===== src/rtl/ysyx_24090003_lsu_mc_pkg.sv =====
// Shared encodings for the multi-cycle LSU: access widths, FSM states and fault causes.
package ysyx_24090003_lsu_mc_pkg;

    localparam logic [1:0] LSU_B = 2'b00;
    localparam logic [1:0] LSU_H = 2'b01;
    localparam logic [1:0] LSU_W = 2'b10;
    localparam logic [1:0] LSU_D = 2'b11;

    typedef enum logic [1:0] {
        S_IDLE = 2'd0,
        S_REQ  = 2'd1,
        S_WAIT = 2'd2,
        S_RESP = 2'd3
    } lsu_state_e;

    // Fault causes, reserved for a future mcause interface
    localparam logic [3:0] LSU_ERR_NONE     = 4'd0;
    localparam logic [3:0] LSU_ERR_MISALIGN = 4'd1;
    localparam logic [3:0] LSU_ERR_WIDTH    = 4'd2;
    localparam logic [3:0] LSU_ERR_BUS      = 4'd3;
    localparam logic [3:0] LSU_ERR_TIMEOUT  = 4'd4;

    // Access size minus one, used as the alignment mask
    function automatic logic [2:0] lsu_size_mask(input logic [1:0] width);
        case (width)
            LSU_B:   lsu_size_mask = 3'd0;
            LSU_H:   lsu_size_mask = 3'd1;
            LSU_W:   lsu_size_mask = 3'd3;
            default: lsu_size_mask = 3'd7;
        endcase
    endfunction

endpackage


===== src/rtl/ysyx_24090003_lsu_align.sv =====
// Combinational lane logic: store strobe/data alignment, load extraction/extension, fault detection.
module ysyx_24090003_lsu_align
    import ysyx_24090003_lsu_mc_pkg::*;
#(
    parameter int unsigned DATA_W = 32
) (
    input  logic [$clog2(DATA_W/8)-1:0] i_off,
    input  logic [1:0]                  i_width,
    input  logic                        i_unsigned,
    input  logic [DATA_W-1:0]           i_wdata,
    input  logic [DATA_W-1:0]           i_rdata,
    output logic [DATA_W/8-1:0]         o_wstrb_c,
    output logic [DATA_W-1:0]           o_wdata_c,
    output logic [DATA_W-1:0]           o_rdata_c,
    output logic                        o_fault_c
);
    localparam int unsigned STRB_W = DATA_W / 8;
    localparam int unsigned OFF_W  = $clog2(STRB_W);

    logic [2:0]        w_mask;
    logic [STRB_W-1:0] w_base;
    logic [DATA_W-1:0] w_shift;
    logic [DATA_W-1:0] w_keep;
    logic              w_sign;

    assign w_mask    = lsu_size_mask(i_width);
    assign o_fault_c = (|(i_off & OFF_W'(w_mask))) || ((i_width == LSU_D) && (DATA_W == 32));
    assign o_wdata_c = i_wdata << {i_off, 3'b000};
    assign o_wstrb_c = w_base << i_off;
    assign w_shift   = i_rdata >> {i_off, 3'b000};

    always_comb begin
        w_base = '1;
        case (i_width)
            LSU_B:   w_base = STRB_W'(8'h01);
            LSU_H:   w_base = STRB_W'(8'h03);
            LSU_W:   w_base = STRB_W'(8'h0F);
            default: ;
        endcase
    end

    // Keep the access-sized low bits, then fill the rest with the sign bit for signed loads
    always_comb begin
        w_keep = '1;
        w_sign = w_shift[DATA_W-1];
        case (i_width)
            LSU_B: begin w_keep = DATA_W'(8'hFF);        w_sign = w_shift[7];  end
            LSU_H: begin w_keep = DATA_W'(16'hFFFF);     w_sign = w_shift[15]; end
            LSU_W: begin w_keep = DATA_W'(32'hFFFF_FFFF); w_sign = w_shift[31]; end
            default: ;
        endcase
        o_rdata_c = (w_shift & w_keep) | ((w_sign && !i_unsigned) ? ~w_keep : '0);
    end

endmodule


===== src/rtl/ysyx_24090003_lsu_mc.sv =====
// Multi-cycle load/store unit: one access at a time, lane-aligned bus request, timeout and fault reporting.
module ysyx_24090003_lsu_mc
    import ysyx_24090003_lsu_mc_pkg::*;
#(
    parameter int unsigned ADDR_W  = 32,
    parameter int unsigned DATA_W  = 32,
    parameter int unsigned TIMEOUT = 255
) (
    input  logic                i_clk,
    input  logic                i_rst_n,
    input  logic                i_req_valid,
    output logic                o_req_ready,
    input  logic [ADDR_W-1:0]   i_req_addr,
    input  logic [DATA_W-1:0]   i_req_wdata,
    input  logic                i_req_we,
    input  logic [1:0]          i_req_width,
    input  logic                i_req_unsigned,
    output logic                o_rsp_valid,
    input  logic                i_rsp_ready,
    output logic [DATA_W-1:0]   o_rsp_rdata,
    output logic                o_rsp_err,
    output logic                o_mem_valid,
    input  logic                i_mem_ready,
    output logic [ADDR_W-1:0]   o_mem_addr,
    output logic                o_mem_we,
    output logic [DATA_W-1:0]   o_mem_wdata,
    output logic [DATA_W/8-1:0] o_mem_wstrb,
    input  logic                i_mem_rvalid,
    input  logic [DATA_W-1:0]   i_mem_rdata,
    input  logic                i_mem_rerr
);
    localparam int unsigned STRB_W = DATA_W / 8;
    localparam int unsigned OFF_W  = $clog2(STRB_W);
    localparam int unsigned CNT_W  = (TIMEOUT > 1) ? $clog2(TIMEOUT + 1) : 1;

    lsu_state_e        r_state;
    logic [OFF_W-1:0]  r_off;
    logic [1:0]        r_width;
    logic              r_unsigned;
    logic              r_we;
    logic [CNT_W-1:0]  r_cnt;

    logic [OFF_W-1:0]  w_off;
    logic [1:0]        w_width;
    logic              w_unsigned;
    logic [STRB_W-1:0] w_wstrb;
    logic [DATA_W-1:0] w_wdata;
    logic [DATA_W-1:0] w_rdata;
    logic              w_fault;

    // Align unit sees the incoming request in IDLE and the latched one afterwards
    assign w_off      = (r_state == S_IDLE) ? i_req_addr[OFF_W-1:0] : r_off;
    assign w_width    = (r_state == S_IDLE) ? i_req_width : r_width;
    assign w_unsigned = (r_state == S_IDLE) ? i_req_unsigned : r_unsigned;

    ysyx_24090003_lsu_align #(.DATA_W(DATA_W)) u_align (
        .i_off      (w_off),
        .i_width    (w_width),
        .i_unsigned (w_unsigned),
        .i_wdata    (i_req_wdata),
        .i_rdata    (i_mem_rdata),
        .o_wstrb_c  (w_wstrb),
        .o_wdata_c  (w_wdata),
        .o_rdata_c  (w_rdata),
        .o_fault_c  (w_fault)
    );

    always_ff @(posedge i_clk or negedge i_rst_n) begin
        if (!i_rst_n) begin
            r_state     <= S_IDLE;
            r_off       <= '0;
            r_width     <= '0;
            r_unsigned  <= 1'b0;
            r_we        <= 1'b0;
            r_cnt       <= '0;
            o_req_ready <= 1'b0;
            o_rsp_valid <= 1'b0;
            o_rsp_rdata <= '0;
            o_rsp_err   <= 1'b0;
            o_mem_valid <= 1'b0;
            o_mem_addr  <= '0;
            o_mem_we    <= 1'b0;
            o_mem_wdata <= '0;
            o_mem_wstrb <= '0;
        end else begin
            case (r_state)
                S_IDLE: begin
                    o_req_ready <= 1'b1;
                    if (o_req_ready && i_req_valid) begin
                        o_req_ready <= 1'b0;
                        r_off       <= i_req_addr[OFF_W-1:0];
                        r_width     <= i_req_width;
                        r_unsigned  <= i_req_unsigned;
                        r_we        <= i_req_we;
                        if (w_fault) begin
                            r_state     <= S_RESP;
                            o_rsp_valid <= 1'b1;
                            o_rsp_err   <= 1'b1;
                            o_rsp_rdata <= '0;
                        end else begin
                            r_state     <= S_REQ;
                            o_mem_valid <= 1'b1;
                            o_mem_addr  <= {i_req_addr[ADDR_W-1:OFF_W], {OFF_W{1'b0}}};
                            o_mem_we    <= i_req_we;
                            o_mem_wdata <= w_wdata;
                            o_mem_wstrb <= i_req_we ? w_wstrb : '0;
                        end
                    end
                end
                S_REQ: begin
                    if (i_mem_ready) begin
                        r_state     <= S_WAIT;
                        r_cnt       <= '0;
                        o_mem_valid <= 1'b0;
                        o_mem_addr  <= '0;
                        o_mem_we    <= 1'b0;
                        o_mem_wdata <= '0;
                        o_mem_wstrb <= '0;
                    end
                end
                S_WAIT: begin
                    // A response arriving on the timeout cycle takes priority
                    if (i_mem_rvalid) begin
                        r_state     <= S_RESP;
                        o_rsp_valid <= 1'b1;
                        o_rsp_err   <= i_mem_rerr;
                        o_rsp_rdata <= (r_we || i_mem_rerr) ? '0 : w_rdata;
                    end else if ((TIMEOUT != 0) && (r_cnt == CNT_W'(TIMEOUT - 1))) begin
                        r_state     <= S_RESP;
                        o_rsp_valid <= 1'b1;
                        o_rsp_err   <= 1'b1;
                        o_rsp_rdata <= '0;
                    end else begin
                        r_cnt <= r_cnt + CNT_W'(1);
                    end
                end
                S_RESP: begin
                    if (i_rsp_ready) begin
                        r_state     <= S_IDLE;
                        o_req_ready <= 1'b1;
                        o_rsp_valid <= 1'b0;
                        o_rsp_err   <= 1'b0;
                        o_rsp_rdata <= '0;
                    end
                end
                default: r_state <= S_IDLE;
            endcase
        end
    end

endmodule


===== config.mk =====
export PLATFORM = sky130hd
export DESIGN_NAME = ysyx_24090003_lsu_mc
export DESIGN_NICKNAME = d
export VERILOG_FILES = /design/src/rtl/ysyx_24090003_lsu_mc_pkg.sv /design/src/rtl/ysyx_24090003_lsu_align.sv /design/src/rtl/ysyx_24090003_lsu_mc.sv
export SDC_FILE = /design/constraint.sdc
export NUM_CORES = 1
export LEC_CHECK = 0
export CAP_MARGIN = 20
export CORE_UTILIZATION = 55
export DETAILED_ROUTE_END_ITERATION = 7
export DONT_BUFFER_PORTS = 1
export GPL_TIMING_DRIVEN = 1
export PLACE_DENSITY_LB_ADDON = 0.1
export SLEW_MARGIN = 25
export SYNTH_ARGS = -nofsm -noshare
export SYNTH_HDL_FRONTEND = slang
export SYNTH_SLANG_ARGS = --single-unit

===== constraint.sdc =====
create_clock -name i_clk -period 3.1 [get_ports i_clk]
set_input_delay 0.62 -clock i_clk [delete_from_list [all_inputs] [get_ports i_clk]]
set_output_delay 0.62 -clock i_clk [all_outputs]
set_load 0.01 [all_outputs]

* After elaboration in Yosys (flattened, before gate mapping)
Cells that the tools add are included.
** Storage, ports and cells
- Flip-flop bits (word level) :: 121
- Bits of input ports :: 107
- Output and inout port bits :: 105
- Logic and storage cells :: 112
** Operators by class
- Add/subtract/negate cells :: 1
- Equality and inequality tests :: 15
- Shift operators :: 3
- Mux-type cells :: 56
- Bitwise logic cells :: 4
- Reduce and logical (&&, ||, !) cells :: 18
** Operators with widths (count)
- $mux W32 :: 12
- $pmux W32 S2 :: 3
- $pmux W32 S3 :: 1
- $and A32 B32 Y32 :: 1
- $not A32 Y32 :: 1
- $or A32 B32 Y32 :: 1
- $shl A32 B5 Y32 :: 1
- $shr A32 B5 Y32 :: 1
- $mux W8 :: 3
- $mux W2 :: 8
- $mux W4 :: 4
- $pmux W4 S2 :: 2
- $pmux W8 S2 :: 1
- $mux W1 :: 14
- $reduce_and A4 Y1 :: 3
- $ne A2 B2 Y1 const B :: 5
- $add A8 B1 Y8 const B :: 1
- $eq A2 B2 Y1 const B :: 4
- $eq A8 B8 Y1 const B :: 1
- $pmux W1 S2 :: 4
- $pmux W2 S4 :: 1
- $pmux W1 S3 :: 2
- $pmux W2 S3 :: 1
- $reduce_bool A2 Y1 :: 3
- 13 further kinds :: 19

* Depth between registers and ports, before layout
Gate-level depths: netlist (run 1).
- Depth after elaboration :: 10
- Mapped depth :: 10
- Gate-level depth less buffers :: 7

* Cells and area by module
Synthesis (run 1) repeated with hierarchy kept, for this count alone.
** Unflattened totals
- Cell total of the unflattened synthesis :: 751
- Area, all modules :: 6780.3 µm²
** By module, submodules not included
- ysyx_24090003_lsu_mc :: times used 1, cells an instance 542, area each 5391.4 µm², sequential area each 2977.9 µm²
- ysyx_24090003_lsu_align :: times used 1, cells an instance 209, area each 1388.8 µm², sequential area each 0.0 µm²

* Worst setup path after synthesis (run 1)
No wires, ideal clock.
- Path type :: register to register
- Start point :: register r_state[0]
- End point :: register o_rsp_rdata[24]
- Setup time :: 0.126 ns
- Data arrival time :: 2.163 ns
- Data required time :: 2.974 ns
- Path slack :: 0.811 ns
- Cell stages (with the launch flop) :: 9
- Buffers on the path :: 1
- Clock period less this slack :: 2.289 ns
- Cells stage by stage :: dfrtp_1 > inv_1 > ha_1 > buf_4 > mux2_2 > nand2_1 > o32ai_2 > o311a_4 > a221o_1
** On the way
- Longest elaborated chain between the ends :: 10
- Elaborated cells on any way between the ends :: 32
- Classes of those cells :: 9 x eq/ne; 1 x shift; 10 x mux; 4 x bitwise; 8 x reduce/logical
** Ends and longest elaborated chain
- from (decl) :: RTL line ysyx_24090003_lsu_mc.sv:36 : lsu_state_e r_state;
- from (signal assigned) :: RTL line ysyx_24090003_lsu_mc.sv:70 : r_state <= S_IDLE;
- from (signal assigned) :: RTL line ysyx_24090003_lsu_mc.sv:96 : r_state <= S_RESP;
- from (signal assigned) :: RTL line ysyx_24090003_lsu_mc.sv:101 : r_state <= S_REQ;
- $logic_not A2 Y1
- $mux W2 (on tied branches) :: RTL line ysyx_24090003_lsu_mc.sv:52, ysyx_24090003_lsu_mc.sv:53
- $shr A32 B5 Y32, or another cell as far along :: RTL line ysyx_24090003_lsu_align.sv:30 : assign w_shift = i_rdata >> {i_off, 3'b000};
- $pmux W1 S2 / $pmux W32 S2 (equally long branches) :: RTL line ysyx_24090003_lsu_align.sv:46 : case (i_width)
- $logic_and A1 B1 Y1 / $not A32 Y32 (equally long branches) :: RTL line ysyx_24090003_lsu_align.sv:52 : o_rdata_c = (w_shift & w_keep) | ((w_sign && !i_unsigned) ? ~w_keep : '0);
- $mux W32 :: RTL line ysyx_24090003_lsu_align.sv:52
- $or A32 B32 Y32 :: RTL line ysyx_24090003_lsu_align.sv:52
- $mux W32 :: RTL line ysyx_24090003_lsu_mc.sv:127 : o_rsp_rdata <= (r_we || i_mem_rerr) ? '0 : w_rdata;
- $mux W32 :: RTL line ysyx_24090003_lsu_mc.sv:123 : if (i_mem_rvalid) begin
- $pmux W32 S3 :: RTL line ysyx_24090003_lsu_mc.sv:86 : case (r_state)
- to (signal assigned) :: RTL line ysyx_24090003_lsu_mc.sv:127
- to (decl) :: RTL line ysyx_24090003_lsu_mc.sv:20 : output logic [DATA_W-1:0] o_rsp_rdata,
Several ways; a longest one is shown, not always the timed one.
A chain may end at the register's enable or synchronous reset.

* Worst setup path after layout (run 1)
- Start point :: register r_state[0]
- End point :: register o_rsp_rdata[15]
The elaborated chain is that of the path after synthesis.

==> results.cfg, run 1 <==
[pwr]
peakVddDrop_v = 0.000598
power_density_mw_per_mm2 = 1120
p_total_mw = 7.45
total_leakage_power_nw = 3.09

[synthesis]
syn-cell-area_sq_mm = 0.00593
synth_warnings = 0
synth_area_leader_cell = dfrtp_1
syn_inst = 538
synth.top_cell.area_share_pct = 50.2
post-synth-top-count-cell = dfrtp_1
synthFlopType = dfrtp_1
synth_edf_count = 0
synth_commonest_cells = 119 x dfrtp_1, 72 x nand2_1, 49 x a22o_1
synthArstFlopShare_pct = 100
synth_area_leaders = dfrtp_1 50%, mux2i_1 7.3%, a22o_1 7.2%
synth_cell_type_count = 55
yosysSeqAreaShare_pct = 50.2
avgSynthCellArea_sq_um = 11.0
ys_ff_latch = 119

[placed_design]
gp_congestion = 0.836
place_area_sq_mm = 0.00609
placed_cells = 655
pre_cts_ws_ps = 328
hpwl_mm = 10.9
portBuffers = 0

[sta]
finalCriticalPeriod_ps = 2790
skew_ps = 13.9
post-route-period-util_pct = 90.0
rsz0062_at_grt = false
fin_setup_tns_ps = 0
finalSetupViolations = 0
worst_slack_ps = 309
finalHoldWorstSlack_ps = -204
max_slew.worst_pin.slew_ps = 878
max_freq_mhz = 358
drv_slew = 0
relSlewSlack_pct = 41.0
hold_violations = 119

[clock_network]
cts.reportedPaths.clkPinSlew_ps = 60
numCtsBuffers = 17
clkLatencyLatePin_ps = 520
cts_sinks = 119
cts_max_path_buffers = 2
cts_resized = 0
post_cts_buffers = 0
cts-root-buf = clkbuf_8
htree_levels = 4
cts_tree = built

[final_layout]
fin_cells = 687
design_area_sq_mm = 0.00668
drive_gt1_share_pct = 12.9
nFillCells = 827
final_core_util_pct = 64.4
syn2layout_area_growth_pct = 12.7
fin_nets = 651
n_antenna_cell = 0

[hold_path]
hp-class = primary input to async pin

[global_route]
grt_antenna_before_repair = 0
overflow = 0
grt_start_max_net_pins = 120
grt_pass1_vias = 4523
grt_pass1_wl_mm = 25.0
grt_usage_pct = 29.5

[die]
start_util_pct = 57.2
core-area_sq_mm = 0.0104
die_h_um = 106
num_rows = 37
dieWidth_um = 106
ios = 212
dieArea_sq_mm = 0.0112

[routing]
routed_wl_mm = 16.0
num_vias = 4569
first_pass_iters = 5
via_per_inst = 6.65
antenna_left = 0
post_drt_wl_per_cell_um = 23.3
drc = 0
initialDrtViolationCount = 368

[critical_path]
crit_fanout = 20
crit_required_ps = 3530
startpoint_type = flop
critical_path_class = flop to flop
slowest_stage = nor3_1
end_kind = flop
cp_cell_sequence = inv_1 > ha_1 > buf_4 > mux2i_4 > nand2_1 > nor3_1 > a2111oi_0 > o21ai_0
critPathArrivalTime_ps = 3220
ff2ff_path_depth = 8
slowest_delay_ps = 760

[status]
status = complete, but fails checks
violations = negative hold slack

[flow_run]
maxCapViolCount = 0
cell usage in the layout, fill, tap and decap left out, drive strengths merged, types with 11 or more instances in the layout:
cell type and n:
mux2i 46, nand2 72, a22o 49, dfrtp 119, clkbuf 20, a32o 16
o21ai 28, nor2 26, buf 16, a21oi 11
worst max-delay path: cells and delay by family, from the launching register on:
kind | cells | cell delay, ps
adder cells (fa/ha/maj) | 1 | 230
multiplexers | 1 | 340
flip-flops | 1 | 410
AO/OA/AOI/OAI | 2 | 360
AND/OR/NAND/NOR | 2 | 960
buffers and inverters | 2 | 400
kinds of logic after synthesis:
logic type | after synthesis | share of synthesized area, %
flip-flops | 119 | 50.2
adder cells (fa/ha/maj) | 6 | 1.27
AO/OA/AOI/OAI | 174 | 23.8
buffers and inverters | 44 | 3.92
XOR/XNOR | 5 | 0.739
multiplexers | 56 | 10.2
other | 1 | 0.0632
AND/OR/NAND/NOR | 133 | 9.75
state kept, by name (all words and copies together), names as in the netlist, 2 cells and up:
register and count:
o_mem_addr 30, o_mem_wdata 32, o_mem_wstrb 4, o_rsp_rdata 32
r_cnt 8, r_off 2, r_state 2, r_width 2
area by class of cell:
class | instances | area [sq um] | share of cell area [%]
tap | 136 | 170 | 2.55
timing repair buffer | 16 | 145 | 2.17
sequential | 119 | 2980 | 44.6
inverter | 8 | 30.0 | 0.449
clock buffer | 20 | 445 | 6.67
clock inverter | 12 | 151 | 2.27
multi-input combinational | 376 | 2760 | 41.3
routing by layer:
| metal | global-route usage [%] | part of all wire, % | vias to the layer above | routed length [um] |
|---|---|---|---|---|
| met5 | 0 | 0 | - | 0 |
| met4 | 12.0 | 1.2 | 0 | 191 |
| met3 | 10.1 | 11 | 16 | 1680 |
| met2 | 45.8 | 48 | 243 | 7640 |
| met1 | 37.8 | 40 | 2276 | 6460 |
| li1 | - | - | 2034 | - |
power by group:
part	leakage [nW]	internal, mW	switching, mW	total (mW)
Clock	0.291	1.26	0.700	1.96
Sequential	1.62	2.04	0.628	2.67
Combinational	1.18	1.17	1.65	2.82
Total	3.09	4.48	2.97	7.45
worst paths after layout:
kind,slack (ps),end,from
worst max-delay path,310,o_rsp_rdata[15]$_DFFE_PN0P_,r_state[0]$_DFFE_PN0P_
worst min-delay path,-200,o_mem_addr[31]$_DFFE_PN0P_,i_rst_n
worst max register to register,310,o_rsp_rdata[15]$_DFFE_PN0P_,r_state[0]$_DFFE_PN0P_
worst min register to register,550,o_rsp_err$_DFFE_PN0P_,o_rsp_err$_DFFE_PN0P_
max in group asynchronous,3090,o_mem_addr[15]$_DFFE_PN0P_,i_rst_n
min in group i_clk,230,o_mem_wdata[2]$_DFFE_PN0P_,i_req_wdata[2]
Power figures use the tool's default switching activity.
==> run 2, diff against run 1 <==
ABC_AREA = 1   (was not set)
==> results.cfg, run 2 <==
[final_layout]
n_antenna_cell = 0
drive_gt1_share_pct = 7.19
nFillCells = 1035
layout.cells.most_common = nand2_1
layout_common_cells = 330 x nand2_1, 119 x dfrtp_1, 89 x nand3_1
syn2layout_area_growth_pct = 8.61
fin_nets = 934
fin_cells = 974
largestRegisters = o_mem_wdata x32, o_rsp_rdata x32, o_mem_addr x30

[pwr]
peakVddDrop_v = 0.000807
power_density_mw_per_mm2 = 1210
total_leakage_power_nw = 3.64

[synthesis]
synth_cell_type_count = 32
synth_warnings = 0
synth-xor-area-share_pct = 0
synth_top_family_by_area = simple AND/OR/NAND/NOR gates
synth_compound_area_share_pct = 10.9
synth_area_leaders = dfrtp_1 48%, nand2_1 20%, nand3_1 7.1%
synth.top_cell.area_share_pct = 47.5
synth_edf_count = 0
synth_area_leader_cell = dfrtp_1
synthArstFlopShare_pct = 100
avgSynthCellArea_sq_um = 7.45
synth_commonest_cells = 331 x nand2_1, 119 x dfrtp_1, 89 x nand3_1
synth-simple-area-share_pct = 31.6
yosysSeqAreaShare_pct = 47.5
synth_mux_area_share_pct = 0
ys_ff_latch = 119
post-synth-top-count-cell = nand2_1
syn-cell-area_sq_mm = 0.00626
synth_fa_ha_area_share_pct = 1.20
synthFlopType = dfrtp_1
syn_inst = 841

[clock_network]
cts_sinks = 119
cts-root-buf = clkbuf_16
clkLatencyLatePin_ps = 420
cts_tree = built
htree_levels = 4
cts_resized = 0
post_cts_buffers = 0
cts_max_path_buffers = 2
numCtsBuffers = 17
cts.reportedPaths.clkPinSlew_ps = 60

[sta]
rsz0062_at_grt = false
hold_violations = 119
max_freq_mhz = 376
max_slew.worst_pin.slew_ps = 663
post-route-period-util_pct = 85.7
fin_setup_tns_ps = 0
relSlewSlack_pct = 55.6
finalHoldWorstSlack_ps = -102
finalSetupViolations = 0
drv_slew = 0
finalCriticalPeriod_ps = 2660
worst_slack_ps = 443
skew_ps = 4.80

[status]
violations = negative hold slack
status = complete, but fails checks

[placed_design]
portBuffers = 0
hpwl_mm = 11.5
gp_congestion = 0.845
pre_cts_ws_ps = 474
placed_cells = 942

[critical_path]
critical_path.n_buffers_inverters = 2
ff2ff_path_depth = 12
cp_cell_sequence = inv_1 > ha_1 > nand2_1 > nand2_2 > buf_4 > nand2_1 > nand3_1 > nand3_1 > nand2_1 > nand2_1 > nand3_1 > nand2_1
end_kind = flop
crit_family = simple AND/OR/NAND/NOR gates
startpoint_type = flop
critical_path_class = flop to flop
crit_required_ps = 3400
slowest_delay_ps = 480
crit_path_frequent_cell = nand2_1
slowest_stage = buf_4
crit_fanout = 64
crit_cells = 12
critPathArrivalTime_ps = 2960

[routing]
routed_wl_mm = 16.3
initialDrtViolationCount = 446
first_pass_iters = 7
num_vias = 5472
via_per_inst = 5.62
post_drt_wl_per_cell_um = 16.7
antenna_left = 0
drc = 0

[flow_run]
maxCapViolCount = 0

[global_route]
grt_usage_pct = 28.0
overflow = 0
grt_pass1_vias = 5088
grt_antenna_before_repair = 0
grt_start_max_net_pins = 120
grt_pass1_wl_mm = 25.2

[die]
num_rows = 38
ios = 212
dieArea_sq_mm = 0.0118
die_h_um = 109
core-area_sq_mm = 0.0110
start_util_pct = 57.0
dieWidth_um = 109

[hold_path]
hp-class = primary input to async pin
[run 2: worst reg2reg max path: stages, from the launching register on]
cell     delay, ps
dfrtp_1        400
inv_1          110
ha_1           340
nand2_1        170
nand2_2        100
buf_4          480
nand2_1        170
nand3_1        150
nand3_1        120
nand2_1        100
nand2_1        170
nand3_1        170
nand2_1         60
[run 2: worst paths after layout]
check                                            start                     endpoint  slack (ps)
worst min register to register    r_cnt[3]$_DFFE_PN0P_         r_cnt[3]$_DFFE_PN0P_         490
max in group asynchronous                      i_rst_n  o_rsp_rdata[18]$_DFFE_PN0P_        3040
worst max register to register  r_state[1]$_DFFE_PN0P_  o_rsp_rdata[10]$_DFFE_PN0P_         440
worst min-delay path                           i_rst_n  o_mem_wdata[27]$_DFFE_PN0P_        -100
worst max-delay path            r_state[1]$_DFFE_PN0P_  o_rsp_rdata[10]$_DFFE_PN0P_         440
min in group i_clk                      i_req_addr[19]   o_mem_addr[19]$_DFFE_PN0P_         350
[run 2: metrics by stage]
step                      area [sq um]  utilization (%)  total power [mW]  hold WS (ps)
after floorplan                   6270                -              5.63           324
after global placement            6220             56.6              6.12           327
after detailed placement          6220             56.6              6.26           327
after CTS                         6800             61.9              8.22          -115
after global routing              6800             61.9              8.86          -119
final                             6800             61.9              8.20          -102
[run 2: per-layer routing]
| layer | global-route usage (%) | share of wire [%] | up-vias |
|---|---|---|---|
| met4 | 12.0 | 2.3 | 0 |
| met2 | 44.1 | 47 | 240 |
| li1 | - | - | 2641 |
| met5 | 0 | 0 | - |
| met1 | 34.7 | 41 | 2562 |
| met3 | 9.98 | 9.8 | 29 |
[run 2: area by class of cell]
type | instances | area (sq um) | share of cell area (%)
multi-input cells | 610 | 2750 | 40.4
well taps | 140 | 175 | 2.57
clock buffers | 23 | 488 | 7.17
inverters | 64 | 246 | 3.62
clock inverters | 9 | 97.6 | 1.43
flip-flops and latches | 119 | 2980 | 43.8
repair buffers | 9 | 67.6 | 0.993
[run 2: report_power, final]
| group | leakage (nW) | switching (mW) | internal [mW] |
|---|---|---|---|
| logic | 1.76 | 2.61 | 1.05 |
| registers | 1.59 | 0.551 | 2.04 |
| clock network | 0.292 | 0.686 | 1.26 |
[run 2: cell families (layout without fill, tap and decap cells)]
group / after synthesis / count (layout)
and+or+nand+nor: 477 / 477
AOI/OAI and AO/OA: 125 / 125
DFF: 119 / 119
buffers and inverters: 113 / 105
adders and majority gates: 6 / 6
other: 1 / 2
==> run 3, diff against run 2 <==
ABC_AREA = not set   (was 1)
MAX_ROUTING_LAYER = met4   (was not set)
==> results.cfg, run 3 (synthesized netlist as in run 1, its figures left out) <==
[clock_network]
cts-root-buf = clkbuf_8
cts_tree = built
cts_max_path_buffers = 2
post_cts_buffers = 0
numCtsBuffers = 17
clkLatencyLatePin_ps = 520
cts_resized = 0
cts.reportedPaths.clkPinSlew_ps = 60
cts_sinks = 119
htree_levels = 4

[pwr]
clkPwrFrac_pct = 26.4
pwr-share-seq_pct = 35.8
intPower_mw = 4.48
p_sw_share_pct = 39.9
power_density_mw_per_mm2 = 1110
total_leakage_power_nw = 3.09
peakVddDrop_v = 0.000596
p_comb_share_pct = 37.7
p_sw_mw = 2.97

[final_layout]
layout_common_cells = 119 x dfrtp_1, 72 x nand2_1, 49 x a22o_1
syn2layout_area_growth_pct = 12.7
fin_nets = 651
layout.cells.most_common = dfrtp_1
drive_gt1_share_pct = 12.9
final_core_util_pct = 64.4
nFillCells = 827
n_antenna_cell = 0
largestRegisters = o_mem_wdata x32, o_rsp_rdata x32, o_mem_addr x30

[critical_path]
slowest_stage = nor3_1
crit_family = simple AND/OR/NAND/NOR gates
rr_startpoint = r_state[0]$_DFFE_PN0P_
startpoint_type = flop
critical_path.n_buffers_inverters = 2
crit_fanout = 20
ff2ff_path_depth = 8
critical_path_class = flop to flop
regToRegSetupSlack_ps = 300
cp_cell_sequence = inv_1 > ha_1 > buf_4 > mux2i_4 > nand2_1 > nor3_1 > a2111oi_0 > o21ai_0
slowest_delay_ps = 750
crit_required_ps = 3530
critPathArrivalTime_ps = 3230
worstReg2RegEnd = o_rsp_rdata[15]$_DFFE_PN0P_
end_kind = flop

[routing]
first_pass_iters = 5
post_drt_wl_per_cell_um = 23.2
routed_wl_mm = 15.9
drc = 0
antenna_left = 0
num_vias = 4530
initialDrtViolationCount = 331
via_per_inst = 6.59

[sta]
finalHoldWorstSlack_ps = -208
drv_slew = 0
finalSetupViolations = 0
relSlewSlack_pct = 41.8
fin_setup_tns_ps = 0
hold_violations = 119
max_slew.worst_pin.slew_ps = 866
skew_ps = 8.09
finalCriticalPeriod_ps = 2800
post-route-period-util_pct = 90.2
rsz0062_at_grt = false
max_freq_mhz = 357

[placed_design]
portBuffers = 0
gp_congestion = 0.849
hpwl_mm = 10.9

[global_route]
grt_util_met2_pct = 45.8
grt_pass1_vias = 4528
grt_usage_pct = 30.4
grt_start_max_net_pins = 120
use_met1_pct = 38.3
overflow = 0
grt_pass1_wl_mm = 25.0
grt_antenna_before_repair = 0
top_usage_layer = met2
use_met3_pct = 10.0

[die]
dieArea_sq_mm = 0.0112
die_h_um = 106
num_rows = 37
start_util_pct = 57.2
ios = 212
dieWidth_um = 106
core-area_sq_mm = 0.0104

[hold_path]
hp-class = primary input to async pin

[flow_run]
maxCapViolCount = 0

[status]
violations = negative hold slack
status = complete, but fails checks
==> run 3: cell count changes in the layout (fill, tap and decap cells not counted), sizes merged, moves of 14 or more <==
| cell | previous run | this run |
|---|---|---|
| a22o | 1 | 49 |
| nand3 | 93 | 5 |
| nand2 | 340 | 72 |
| mux2i | 0 | 46 |
| o21ai | 88 | 28 |
| nor2 | 40 | 26 |
| inv | 63 | 8 |
| a32o | 0 | 16 |
==> run 3: through the flow <==
stage / instance area, sq um / hold slack (ps) / power, mW / instances / setup WS [ps]
5_1_grt: 6680 / -236 / 7.87 / 687 / 2.07
2_1_floorplan: 5930 / 324 / 4.75 / 539 / 811
3_3_place_gp: 6090 / 327 / 5.39 / 655 / 516
6_report: 6680 / -208 / 7.45 / 687 / 303
3_5_place_dp: 6090 / 327 / 5.49 / 655 / 328
4_1_cts: 6680 / -227 / 7.48 / 687 / 357
==> run 3: power groups by stage <==
stage | registers, mW | clock network (mW) | logic, mW
after floorplan | 2.53 | 0 | 2.22
after global routing | 2.72 | 2.07 | 3.08
after CTS | 2.67 | 2.00 | 2.82
final | 2.67 | 1.97 | 2.81
after global placement | 2.67 | 0 | 2.72
after detailed placement | 2.68 | 0 | 2.80
==> run 3: cell type report <==
cell class | instances | area [sq um] | area share (%)
flip-flops and latches | 119 | 2980 | 44.6
multi-input cells | 376 | 2760 | 41.3
clock buffers | 20 | 445 | 6.67
well taps | 136 | 170 | 2.55
clock inverters | 12 | 151 | 2.27
repair buffers | 16 | 145 | 2.17
inverters | 8 | 30.0 | 0.449
==> run 3: worst max path at each step <==
stage | from | to | cells after the start
4_1_cts | r_state[0]$_DFFE_PN0P_ | o_rsp_rdata[15]$_DFFE_PN0P_ | 8
2_1_floorplan | r_state[0]$_DFFE_PN0P_ | o_rsp_rdata[24]$_DFFE_PN0P_ | 8
3_5_place_dp | r_state[0]$_DFFE_PN0P_ | o_rsp_rdata[15]$_DFFE_PN0P_ | 8
3_3_place_gp | r_state[0]$_DFFE_PN0P_ | o_mem_addr[28]$_DFFE_PN0P_ | 9
5_1_grt | r_state[1]$_DFFE_PN0P_ | o_rsp_rdata[8]$_DFFE_PN0P_ | 8
6_report | r_state[0]$_DFFE_PN0P_ | o_rsp_rdata[15]$_DFFE_PN0P_ | 8
==> run 3: worst register-to-register path, cell delays in order, from the launching register on <==
cell and delay (ps):
dfrtp_1 410, inv_1 90, ha_1 230, buf_4 310
mux2i_4 350, nand2_1 200, nor3_1 750, a2111oi_0 160
o21ai_0 210
==> run 3: metal layers <==
| layer | up-vias | share of wire [%] |
|---|---|---|
| li1 | 2026 | - |
| met1 | 2261 | 41 |
| met2 | 224 | 48 |
| met3 | 19 | 9.8 |
| met4 | 0 | 1.4 |
| met5 | - | 0 |
